$ cat src/rtl/rvv_backend_rs_fifo_pkg.sv
// Shared sizing for the reservation-station FIFOs: dispatch width and default payload type.
package rvv_backend_rs_fifo_pkg;

  localparam int unsigned NUM_DP_UOP = 2;

  typedef logic [63:0] rs_payload_t;

  localparam int unsigned RS_DW = $bits(rs_payload_t);

endpackage

$ cat src/rtl/rvv_backend_rs_compact.sv
// Turns the accepted push mask into per-port slot offsets (exclusive prefix popcount) and a total.
module rvv_backend_rs_compact #(
  parameter int unsigned NP = 2,
  parameter int unsigned OW = 3,
  parameter int unsigned CW = 4
) (
  input  logic [NP-1:0]         mask_i,
  output logic [NP-1:0][OW-1:0] offset_o,
  output logic [CW-1:0]         npush_o
);

  always_comb begin
    logic [CW-1:0] acc;
    acc      = '0;
    offset_o = '0;
    for (int i = 0; i < NP; i++) begin
      offset_o[i] = acc[OW-1:0];
      acc         = acc + CW'(mask_i[i]);
    end
    npush_o = acc;
  end

endmodule

$ cat src/rtl/rvv_backend_rs_fifo.sv
// Multi-push, single-pop reservation-station FIFO with synchronous flush.
// Define RS_FIFO_BYPASS_EN for a zero-cycle push-to-pop path when the FIFO is empty.
module rvv_backend_rs_fifo
  import rvv_backend_rs_fifo_pkg::*;
#(
  parameter int unsigned DW    = RS_DW,
  parameter int unsigned DEPTH = 8,
  parameter int unsigned NP    = NUM_DP_UOP
) (
  input  logic                   clk_i,
  input  logic                   rst_ni,
  input  logic [NP-1:0]          push_valid_i,
  input  logic [NP-1:0][DW-1:0]  push_data_i,
  output logic [NP-1:0]          push_ready_o,
  output logic                   pop_valid_o,
  output logic [DW-1:0]          pop_data_o,
  input  logic                   pop_ready_i,
  input  logic                   flush_i,
  output logic                   fifo_empty_o,
  output logic                   fifo_full_o
);

  localparam int unsigned AW = $clog2(DEPTH);
  localparam int unsigned CW = AW + 1;

  logic [DW-1:0]         mem_q [DEPTH];
  logic [AW-1:0]         wptr_q, wptr_d, rptr_q, rptr_d;
  logic [CW-1:0]         count_q, count_d;
  logic [CW-1:0]         free_slots;
  logic [NP-1:0]         accepted;
  logic [NP-1:0]         write_mask;
  logic [NP-1:0][AW-1:0] offset;
  logic [CW-1:0]         nwrite;
  logic                  mem_valid;
  logic                  mem_pop;

  assign free_slots = CW'(DEPTH) - count_q;
  assign mem_valid  = (count_q != '0);

  // Space check uses only the registered count; a same-cycle pop never frees a slot.
  always_comb begin
    push_ready_o = '0;
    for (int i = 0; i < NP; i++) begin
      push_ready_o[i] = ~flush_i & (free_slots >= CW'(i + 1));
    end
  end

  assign accepted = push_valid_i & push_ready_o;

`ifdef RS_FIFO_BYPASS_EN
  logic [NP-1:0] byp_sel;
  logic [DW-1:0] byp_data;
  logic          byp_take;

  assign byp_sel  = accepted & (~accepted + NP'(1));
  assign byp_take = ~flush_i & ~mem_valid & (|accepted) & pop_ready_i;

  always_comb begin
    byp_data = '0;
    for (int i = 0; i < NP; i++) begin
      if (byp_sel[i]) byp_data = push_data_i[i];
    end
  end

  assign pop_valid_o = ~flush_i & (mem_valid | (|accepted));
  assign pop_data_o  = mem_valid ? mem_q[rptr_q] : byp_data;
  assign write_mask  = byp_take ? (accepted & ~byp_sel) : accepted;
  assign mem_pop     = ~flush_i & mem_valid & pop_ready_i;
`else
  assign pop_valid_o = ~flush_i & mem_valid;
  assign pop_data_o  = mem_q[rptr_q];
  assign write_mask  = accepted;
  assign mem_pop     = pop_valid_o & pop_ready_i;
`endif

  rvv_backend_rs_compact #(
    .NP (NP),
    .OW (AW),
    .CW (CW)
  ) u_compact (
    .mask_i   (write_mask),
    .offset_o (offset),
    .npush_o  (nwrite)
  );

  always_comb begin
    wptr_d  = wptr_q + AW'(nwrite);
    rptr_d  = rptr_q + AW'(mem_pop);
    count_d = count_q + nwrite - CW'(mem_pop);
    if (flush_i) begin
      wptr_d  = '0;
      rptr_d  = '0;
      count_d = '0;
    end
  end

  always_ff @(posedge clk_i or negedge rst_ni) begin
    if (!rst_ni) begin
      wptr_q  <= '0;
      rptr_q  <= '0;
      count_q <= '0;
    end else begin
      wptr_q  <= wptr_d;
      rptr_q  <= rptr_d;
      count_q <= count_d;
    end
  end

  // Payload storage is not reset; write_mask is already zero during flush.
  always_ff @(posedge clk_i) begin
    for (int i = 0; i < NP; i++) begin
      if (write_mask[i]) mem_q[AW'(wptr_q + offset[i])] <= push_data_i[i];
    end
  end

  assign fifo_empty_o = (count_q == '0);
  assign fifo_full_o  = (count_q == CW'(DEPTH));

`ifndef SYNTHESIS
  push_protocol_a : assert property (@(posedge clk_i) disable iff (!rst_ni || flush_i)
    ((push_valid_i & ~push_ready_o) == '0));
`endif

endmodule
$ cat config.mk
export PLATFORM = sky130hd
export DESIGN_NAME = rvv_backend_rs_fifo
export DESIGN_NICKNAME = d
export VERILOG_FILES = /design/src/rtl/rvv_backend_rs_fifo_pkg.sv /design/src/rtl/rvv_backend_rs_compact.sv /design/src/rtl/rvv_backend_rs_fifo.sv
export SDC_FILE = /design/constraint.sdc
export NUM_CORES = 1
export LEC_CHECK = 0
export ABC_AREA = 1
export CAP_MARGIN = 15
export CORE_ASPECT_RATIO = 1.5
export CORE_MARGIN = 2
export CORE_UTILIZATION = 40
export DETAILED_ROUTE_END_ITERATION = 10
export SYNTH_ARGS = -nofsm -noshare
export SYNTH_HDL_FRONTEND = slang
export SYNTH_HIERARCHICAL = 1
export SYNTH_SLANG_ARGS = --single-unit
$ cat constraint.sdc
create_clock -name clk_i -period 12.1 [get_ports clk_i]
set_input_delay 2.42 -clock clk_i [delete_from_list [all_inputs] [get_ports clk_i]]
set_output_delay 2.42 -clock clk_i [all_outputs]
set_load 0.1 [all_outputs]
==> out/qor.yml <==
status: "complete, no violations"
core_area_um2: 76180
end_kind: "output port"
path_class: "flip-flop to output port"
cap_violations: 0
yosysUniqueCellTypes: 34
die_area_um2: 79080
critPathMaxFanout: 87
slew_headroom: 0.2558
firstDrtPassIters: 7
arrival_ns: 5.23
dp_slack_ns: 3.790
post_cts_buffers: 0
grt_pass1_wl_um: 147100
post-route-period-util: 0.6326
final_layout_size_suffix_gt1_frac: 0.05124
worstPathRequired_ns: 9.68
max_freq_ghz: 0.1306
cts_tree: "done"
ir_drop_mv: 0.1260
synth_top_area_share: 0.5004
syn_area_per_cell_um2: 8.920
fin_setup_tns_ns: 0
synthesis.area_um2: 30720
tightest_slew_ns: 1.116
power_leakage_nw: 12.34
rows: 124
synth.area.top_cells: "edfxtp_1 50%, nand2_1 15%, o21bai_1 12%, nor2_1 5.0%, o32ai_1 3.6%"
holdPathStages: 2
yosys_warnings: 6
grt_max_degree: 214
cts_buffer_depth: 3
min_period_ns: 7.654
grt_overflow_total: 0
grt.met2_usage: 0.4250
grt_pass1_vias: 23920
hold_path.class: "flip-flop to flip-flop"
cts_buffers: 53
place_hpwl_um: 52950
clock_latency_ns: 0.65
gp_congestion: 0.7565
die_x_um: 230.3
setup_viol: 0
areaGrowthSynthToFinish_pct: 11.04
yosysTopAreaCell: "edfxtp_1"
holdBufCountCts: 0
viasPerCell: 5.481
hold_viol: 0
power_density_nw_per_um2: 193.2
rsz0062_at_grt: "no"
drt-total-wl_um: 96590
slew_viol_final: 0
num_vias: 24470
initial_utilization: 0.4033
antenna_found_initial: 3
startpoint: "rptr_q[0]$_DFF_PN0_"
synth_seq_area_share: 0.5086
clkSinkCount: 522
post-route-util: 0.4478
port_buffers: 202
skew_ns: 0.01980
drt-initial-drc-count: 1983
timing.rr.end: "mem_q[6][25]$_DFFE_PP_"
cts_root_buf: "clkbuf_16"
io_pins: 203
setup.worst_path.start_class: "flip-flop"
layout_setup_ws_ns: 4.446
total_power_mw: 6.591
syn_inst: 3444
drc: 0
use_met3: 0.03200
n_fill_cell: 7263
routedWlPerCell_um: 21.64
r2r_start: "count_q[1]$_DFF_PN0_"
worst_r2r_path_depth: 15
cts.htree.levels: 2
grt_usage: 0.2411
post_cts_resized: 0
hold_slack_ns: 0.6760
clkTransAtPathRegs_ns: 0.07
critPathCapture: "pop_data_o[26]"
busiest_layer: "met2"
gr-usage-met1: 0.3041
nets: 3565
synth.ff_latch_count: 522
ant_nets: 0
ff2ff_setup_slack_ns: 6.20
fp.dieH_um: 343.4
-- metrics by stage --
step,instance area [um^2],cells
2_1_floorplan,30740,3450
3_3_place_gp,32420,4364
3_5_place_dp,32440,4365
4_1_cts,34110,4462
5_1_grt,34110,4463
6_report,34120,4464
-- area by class of cell --
class | count | area, um^2 | share of cell area
Timing Repair Buffer | 239 | 2337 | 0.06851
Tap cell | 1008 | 1261 | 0.03697
Inverter | 102 | 391.6 | 0.01148
Sequential cell | 522 | 15640 | 0.4583
Antenna cell | 2 | 5.005 | 0.0001467
Multi-Input combinational cell | 2494 | 12810 | 0.3756
Clock inverter | 33 | 304.0 | 0.008912
Clock buffer | 64 | 1368 | 0.04009
-- cells in the mapped netlist --
cell type / count
xor2_1: 2
clkbuf_1: 86
buf_2: 133
nand3_4: 5
edfxtp_1: 512
nor2_4: 6
nand4_2: 3
buf_1: 21
o32ai_1: 128
conb_1: 1
dfrtp_1: 10
inv_1: 100
nand4_1: 1
a21oi_1: 4
fa_1: 4
nand2_4: 1
o21ai_0: 139
xnor2_1: 2
inv_2: 2
buf_6: 73
or2_4: 1
nor2_8: 2
nand2_1: 1241
nor2_1: 407
nand3_1: 7
nand3b_4: 1
o21bai_1: 482
nand4_4: 2
nor3b_1: 1
nand2_8: 1
nand2_2: 2
buf_4: 19
ha_1: 15
o21bai_2: 30
-- worst min path at each step --
| stage | slack, ns | to | startpoint |
|---|---|---|---|
| after floorplan | 0.61 | wptr_q[0]$_DFF_PN0_ | wptr_q[0]$_DFF_PN0_ |
| after global placement | 0.68 | wptr_q[2]$_DFF_PN0_ | wptr_q[1]$_DFF_PN0_ |
| after detailed placement | 0.68 | wptr_q[2]$_DFF_PN0_ | wptr_q[1]$_DFF_PN0_ |
| after CTS | 0.69 | wptr_q[2]$_DFF_PN0_ | wptr_q[1]$_DFF_PN0_ |
| after global routing | 0.76 | wptr_q[2]$_DFF_PN0_ | wptr_q[1]$_DFF_PN0_ |
| final | 0.68 | wptr_q[2]$_DFF_PN0_ | wptr_q[1]$_DFF_PN0_ |
-- flip-flops by register name (all words and copies together), names as in the netlist --
name / count
count_q: 4
mem_q: 512
rptr_q: 3
wptr_q: 3
-- metal layers --
layer  routed length [um]  vias to the layer above  part of all wire
li1                     -                    11510                 -
met1                39710                    11970              0.41
met2                48220                      808              0.50
met3                 5659                      174             0.059
met4                 2984                        2             0.031
met5                   13                        -           0.00013
-- cell families after synthesis --
family / count (synthesis) / synth area share
flip-flops: 522 / 0.5086
adder cells (fa/ha/maj): 19 / 0.008716
buffers and inverters: 434 / 0.07860
other: 1 / 0.0001221
AO/OA/AOI/OAI: 783 / 0.1886
XOR/XNOR: 4 / 0.001141
AND/OR/NAND/NOR: 1681 / 0.2143
-- critical path: stages, from the launching register on --
cell             delay, ns
dfrtp_4               0.98
buf_4                 0.64
buf_4                 0.86
nor2_1                0.11
o32ai_1               0.50
nand2_1               0.10
nand2_1               0.14
clkdlybuf4s50_1       1.15
-- cell usage in the layout (no fill, tap or decap), drive strengths merged, types with 10 or more instances in the layout --
cell	netlist	routed
ha	15	15
nand2	1245	1245
edfxtp	512	512
clkdlybuf4s50	0	202
nor2	415	415
o32ai	128	128
buf	246	37
nand3	12	12
o21bai	512	512
dfrtp	10	10
clkbuf	86	64
clkinv	0	23
inv	102	105
o21ai	139	139
-- power by group --
part	internal (mW)	switching [mW]	total [mW]
sequential	2.34	0.0853	2.42
clock	0.913	0.753	1.67
combinational	0.552	1.95	2.50
total	3.80	2.79	6.59
Note: power is estimated with default switching activity, not from simulation.
